$ cat config.mk
export PLATFORM = sky130hd
export DESIGN_NAME = fifo_burst_arbiter
export DESIGN_NICKNAME = d
export VERILOG_FILES = /design/src/rtl/fifo_arb_select.sv /design/src/rtl/fifo_burst_arbiter.sv
export VERILOG_INCLUDE_DIRS = /design/src /design/src/rtl
export SDC_FILE = /design/constraint.sdc
export NUM_CORES = 1
export LEC_CHECK = 0
export ABC_CLOCK_PERIOD_IN_PS = 6770
export CAP_MARGIN = 20
export CORE_MARGIN = 5
export CORE_UTILIZATION = 29
export DETAILED_ROUTE_END_ITERATION = 8
export PLACE_DENSITY_LB_ADDON = 0.08
export SYNTH_ARGS = -nofsm -noshare
export SYNTH_HDL_FRONTEND = slang
export SYNTH_SLANG_ARGS = --single-unit
$ cat constraint.sdc
create_clock -name clk -period 6.77 [get_ports clk]
set_input_delay 1.6925 -clock clk [delete_from_list [all_inputs] [get_ports clk]]
set_output_delay 1.6925 -clock clk [all_outputs]
set_load 0.01 [all_outputs]
$ cat src/rtl/clogb2.svh
// Ceiling log2 helper used to size index and counter fields.
`ifndef CLOGB2_SVH
`define CLOGB2_SVH
function automatic int clogb2(input int value);
  int r;
  r = 0;
  for (int v = value - 1; v > 0; v = v >> 1) r++;
  if (r == 0) r = 1;
  return r;
endfunction
`endif

$ cat src/rtl/fifo_arb_select.sv
// Round-robin pick: first asserted request strictly after ptr, wrapping.
`include "clogb2.svh"
module fifo_arb_select #(
  parameter int WIDTH   = 4,
  parameter int WIDTH_W = clogb2(WIDTH)
)(
  input  logic [WIDTH-1:0]   req_i,
  input  logic [WIDTH_W-1:0] ptr_i,
  output logic               valid_o,
  output logic [WIDTH_W-1:0] idx_o,
  output logic [WIDTH-1:0]   onehot_o
);
  logic [WIDTH_W-1:0] p;

  // Scan from farthest to nearest so the nearest hit after ptr wins.
  always_comb begin
    valid_o  = 1'b0;
    idx_o    = '0;
    onehot_o = '0;
    p        = '0;
    for (int i = WIDTH; i >= 1; i--) begin
      p = WIDTH_W'((int'(ptr_i) + i) % WIDTH);
      if (req_i[p]) begin
        valid_o = 1'b1;
        idx_o   = p;
      end
    end
    if (valid_o) onehot_o[idx_o] = 1'b1;
  end
endmodule

$ cat src/rtl/fifo_burst_arbiter.sv
// Shares one output FIFO among WIDTH FWFT input FIFOs; the grant is held for a
// whole packet (PACKET_MODE=1) or a burst of up to BURST_MAX words.
`include "clogb2.svh"
module fifo_burst_arbiter #(
  parameter int WIDTH       = 4,
  parameter int WIDTH_W     = clogb2(WIDTH),
  parameter int DATA_W      = 32,
  parameter bit PACKET_MODE = 1'b1,
  parameter int BURST_MAX   = 8,
  parameter int CNT_W       = clogb2(BURST_MAX + 1)
)(
  input  logic                          clk,
  input  logic                          rst,
  input  logic [WIDTH-1:0]              r_empty,
  output logic [WIDTH-1:0]              r_req,
  input  logic [WIDTH-1:0][DATA_W-1:0]  r_data,
  input  logic [WIDTH-1:0]              r_last,
  input  logic                          w_full,
  output logic                          w_req,
  output logic [DATA_W-1:0]             w_data,
  output logic                          w_last,
  output logic [WIDTH_W-1:0]            w_src,
  output logic                          busy,
  output logic [WIDTH_W-1:0]            grant_idx
);
  typedef enum logic {IDLE, LOCKED} state_e;

  state_e             state_q, state_d;
  logic [WIDTH_W-1:0] grant_q, grant_d;
  logic [WIDTH-1:0]   gnt_oh_q, gnt_oh_d;
  logic [WIDTH_W-1:0] ptr_q, ptr_d;
  logic [CNT_W-1:0]   cnt_q, cnt_d;

  logic               sel_valid;
  logic [WIDTH_W-1:0] sel_idx;
  logic [WIDTH-1:0]   sel_oh;
  logic               xfer;
  logic               rel;

  // IDLE only looks at non-empty ports; arbitration never reads data.
  fifo_arb_select #(.WIDTH(WIDTH), .WIDTH_W(WIDTH_W)) u_sel (
    .req_i    (~r_empty),
    .ptr_i    (ptr_q),
    .valid_o  (sel_valid),
    .idx_o    (sel_idx),
    .onehot_o (sel_oh)
  );

  // A word moves only while locked, the granted input has data and the sink has room.
  assign xfer = !rst && (state_q == LOCKED) && !r_empty[grant_q] && !w_full;

  // Packet mode ends on the last word only; burst mode ends on the limit or when the input runs dry.
  assign rel = PACKET_MODE ? (xfer && r_last[grant_q])
                           : ((xfer && (cnt_q == CNT_W'(BURST_MAX - 1))) || r_empty[grant_q]);

  assign busy      = (state_q == LOCKED);
  assign grant_idx = grant_q;

  // Transfer-cycle output mux; everything is zero when no word moves.
  always_comb begin
    r_req  = '0;
    w_req  = 1'b0;
    w_data = '0;
    w_last = 1'b0;
    w_src  = '0;
    if (xfer) begin
      r_req  = gnt_oh_q;
      w_req  = 1'b1;
      w_data = r_data[grant_q];
      w_last = r_last[grant_q];
      w_src  = grant_q;
    end
  end

  // Next state: arbitrate in IDLE, count and release in LOCKED.
  always_comb begin
    state_d  = state_q;
    grant_d  = grant_q;
    gnt_oh_d = gnt_oh_q;
    ptr_d    = ptr_q;
    cnt_d    = cnt_q;
    case (state_q)
      IDLE: begin
        if (sel_valid) begin
          state_d  = LOCKED;
          grant_d  = sel_idx;
          gnt_oh_d = sel_oh;
          cnt_d    = '0;
        end
      end
      LOCKED: begin
        // Saturate so a long packet can never wrap the counter.
        if (xfer && (cnt_q != CNT_W'(BURST_MAX))) cnt_d = cnt_q + 1'b1;
        if (rel) begin
          state_d = IDLE;
          ptr_d   = grant_q;
        end
      end
      default: state_d = IDLE;
    endcase
  end

  // State registers; ptr resets to the top port so port 0 is scanned first.
  always_ff @(posedge clk) begin
    if (rst) begin
      state_q  <= IDLE;
      grant_q  <= '0;
      gnt_oh_q <= WIDTH'(1);
      ptr_q    <= WIDTH_W'(WIDTH - 1);
      cnt_q    <= '0;
    end else begin
      state_q  <= state_d;
      grant_q  <= grant_d;
      gnt_oh_q <= gnt_oh_d;
      ptr_q    <= ptr_d;
      cnt_q    <= cnt_d;
    end
  end
endmodule

# Yosys cells after proc, flatten, opt, wreduce, memory -nomap -nowiden
# Cells that the tools add are included.
# W data, S select, Z words.
# op_classes
reduce_logical	10
order_cmp	7
muxes	32
addsub	4
bitwise	2
# ops
operator	n
$bmux W32 S2	1
$mux W32	2
$lt A2 B3 Y1 const B	6
$mux W1	15
$bmux W1 S2	6
$mux W2	5
$logic_and A1 B1 Y1	5
$add A2 B1 Y2 const B	2
$add A2 B2 Y2 const B	2
$mux W4	1
$not A4 Y4	1
$reduce_and A2 Y1	2
$logic_not A1 Y1	3
$demux W1 S2	1
$ge A2 B1 Y1 const B	1
$pmux W1 S2	1
$not A1 Y1	1
# word_totals
inputBits	139
out_inout_bits	43
elab_cells	59
register_bits	9

# Longest topological paths before layout
# logic_depth
word_depth	11
ltp_mapped	7
depth_no_buf	6

# By module
# A second synthesis with hierarchy kept.
# hier_totals
cells_unflattened	161
hier_area_um2	1731.7
# modules_own_cells
mod	instances	area_per_inst_um2	cells_per_inst	seq_area_each_um2
fifo_burst_arbiter	1	1512.7	129	180.2
fifo_arb_select	1	219.0	32	0.0

# Worst setup path before layout
# No wires, ideal clock.
# synth_timing
kind	input-to-output
from	input port r_empty[3]
to	output port w_data[22]
t_arrival_ps	2935
required_ps	5077
cell_stages	5
path_slack_ps	2142
n_path_buf	1
path_cell_list	mux4_2 > or3_4 > clkinv_2 > buf_2 > and2_1
# synth_between
elab_chain_cells	6
# synth_lines
item	line_no	source
start, declared	fifo_burst_arbiter.sv:14	input logic [WIDTH-1:0] r_empty,
$bmux W1 S2	--	
$mux W1	--	
$logic_not A1 Y1	fifo_burst_arbiter.sv:50	assign xfer = !rst && (state_q == LOCKED) && !r_empty[grant_q] && !w_full;
$logic_and A1 B1 Y1 (2 in a row)	fifo_burst_arbiter.sv:50	
$mux W32	fifo_burst_arbiter.sv:66	if (xfer) begin
end, declared	fifo_burst_arbiter.sv:20	output logic [DATA_W-1:0] w_data,
# Every way passes these cells. The select of a mux whose other input is x is not followed.

# Final worst setup path
# layout_timing
from	input port r_empty[2]
to	output port w_last
# layout_between
elab_chain_cells	6
# layout_lines
item	line_no	source
$bmux W1 S2	--	
$mux W1	--	
$logic_not A1 Y1	fifo_burst_arbiter.sv:50	
$logic_and A1 B1 Y1 (2 in a row)	fifo_burst_arbiter.sv:50	
$mux W1	fifo_burst_arbiter.sv:66	
end, declared	fifo_burst_arbiter.sv:21	output logic w_last,
# Every way passes these cells. The select of a mux whose other input is x is not followed.

==> flow_summary.yaml <==
routing:
  vias: 1876
  routedWlPerCell_um: 20.11
  ant_nets: 0
  wl_met2_mm: 3.847
  via_per_inst: 4.911
  routed_wl_mm: 7.682
  drt_iter0_markers: 84
  top_layer: "met4"
  dr.pass1.iters: 4
  route.met3.wl_um: 798
  drc: 0
  met1_length_mm: 2.900
worst_setup_path:
  r2r-end: "ptr_q[0]"
  cp-endpoint: "w_last"
  startpoint_type: "input port"
  timing.rr.start: "grant_idx[0]"
  end_kind: "primary output"
  cp-startpoint: "r_empty[2]"
  worst-r2r-setup-slack_ns: 4.05
  rr_worst_depth: 6
  crit_type: "in2out"
  crit_fanout: 37
  critical_path_arrival_ns: 4.12
  cp.required_ns: 5.08
cells_and_area:
  area_growth_pct: 126.2
  layout-drive-gt1-share_pct: 14.74
  fin_nets: 452
  utilization_pct: 67.14
  antenna_cells: 0
  fillers: 427
power_and_ir_drop:
  leakagePower_uw: 0.001187
  ir_drop_uv: 124.5
  powerDensity_nw_per_um2: 91.19
synthesis:
  synth_top_area_share_pct: 49.34
  synth_commonest_cells: "and2_1 (35), mux4_2 (33), nor2_1 (10)"
  postSynth.asyncResetShare_pct: 0
  ys_warn_count: 0
  syn_area_um2: 1506
  seq_area_frac_synth_pct: 11.96
  synth_most_common_cell: "and2_1"
  synth_top_cells_by_area: "mux4_2 (49%), and2_1 (15%), dfxtp_1 (12%), nor2_1 (2.5%), buf_2 (2.3%)"
  syn_nets: 277
  ys_ff_latch: 9
  synth.largest_area_cell: "mux4_2"
  postSynthAreaPerCell_um2: 10.92
  synth_top_flop_cell: "dfxtp_1"
  syn_inst: 138
  synth_cell_type_count: 29
  synth_edf_count: 0
clock_network:
  cts_setup_buffers: 0
  numCtsBuffers: 3
  clk_pin_slew_ns: 0.05
  worst_skew_pair.late_latency_ns: 0.24
  cts_root_buf: "clkbuf_8"
  ctsHoldBuffers: 0
  htreeDepth: 1
  cts_tree: "done"
  clock_path_buffers: 2
  cts_num_sinks: 9
  cts_resized: 0
grt:
  first_global_vias: 1900
  gr-total-overflow: 0
  grt_util_all_layers_pct: 21.15
  antenna_found_initial: 0
  grt_max_degree: 40
  grt_pass1_wl_mm: 10.70
timing:
  setup_viol: 0
  fmax_mhz: 172.1
  fin_hold_ws_ns: 0.4893
  finalCriticalPeriod_ns: 5.811
  tightest_slew_ns: 0.9932
  finalCritPeriodShare_pct: 85.83
  clock_skew_ns: 0.0007605
  rsz0062_at_grt: "no"
  slew_headroom_pct: 32.08
  hold_violations: 0
  maxSlewViolCount: 0
  tns_ns: 0
place:
  port_buffers: 181
  place.gp.congestion: 0.7672
  dp_hpwl_mm: 6.379
floorplan:
  die_y_um: 82.08
  placementRows: 26
  die_x_um: 82.08
  start_util_pct: 29.68
  core_um2: 5075
  dieArea_um2: 6736
  io_pins: 182
outcome:
  status: "completed"
min_path:
  hp-class: "reg2reg"
  hold_path.startpoint: "gnt_oh_q[3]"
flow_run:
  drv_cap: 0
## cell usage in the layout (no fill, tap or decap), drive strengths merged
cell type,n
clkinv,1
o32ai,1
a2111oi,1
mux2,1
nor2b,1
nand2,3
nand3b,1
a21oi,1
clkbuf,4
clkdlybuf4s50,181
a221o,2
a311oi,1
o21ai,1
a21o,1
mux4,33
nor3b,1
nor2,10
buf,1
o21ba,1
nand2b,3
a311o,2
a21boi,1
dfxtp,9
and2,35
a31oi,1
inv,4
or3,1
mux2i,3
or2,2
nor3,5
## registers in the layout (all words and copies together), names as in the netlist
register,cells
busy,1
gnt_oh_q,4
grant_idx,2
ptr_q,2
## how the worst min path moves through the flow
stage	to	slack (ns)	cells after the start
global route	gnt_oh_q[3]	0.51	2
CTS	gnt_oh_q[3]	0.49	2
detailed placement	gnt_oh_q[3]	0.48	2
global placement	gnt_oh_q[3]	0.47	2
finish	gnt_oh_q[3]	0.49	2
floorplan	gnt_oh_q[1]	0.46	2
## layout make-up
class                      count  area (µm²)  area share, %
timing repair buffer         182        1819          53.40
sequential                     9       182.7          5.362
tap                           70       87.58          2.571
inverter                       5       20.02         0.5876
multi-input combinational    112        1252          36.76
clock buffer                   4       45.04          1.322
## report_power, final
group          internal (µW)  switching, µW
Sequential              57.1           8.86
Combinational            133           48.4
Clock                   41.1           22.5
## cell families after synthesis
group | share of synthesized area [%]
simple gates | 23.67
mux | 52.08
buf+inv | 4.900
compound gates | 7.393
flops | 11.96
## stage by stage
stage | worst slack (ns) | cells | power, µW | area, µm²
4_1_cts | 0.9407 | 382 | 312.2 | 3407
3_5_place_dp | 0.9405 | 378 | 249.1 | 3362
2_1_floorplan | 2.142 | 138 | 142.7 | 1506
5_1_grt | 0.8386 | 382 | 327.6 | 3407
3_3_place_gp | 0.9940 | 378 | 245.8 | 3362
6_report | 0.9590 | 382 | 310.7 | 3407
## layer usage
| metal | vias to the layer above | GRT usage (%) |
|---|---|---|
| met2 | 82 | 37.08 |
| li1 | 888 | - |
| met3 | 12 | 7.127 |
| met5 | - | 0 |
| met4 | 0 | 5.316 |
| met1 | 894 | 24.63 |
## worst max-delay path, cell delays in order
cell and delay (ns):
clkdlybuf4s50_1 0.49, mux4_2 0.48, or3_4 0.36, clkinv_2 0.32, o21ai_2 0.13, inv_1 0.10
clkdlybuf4s50_1 0.54
Note: power is estimated with default switching activity, not from simulation.
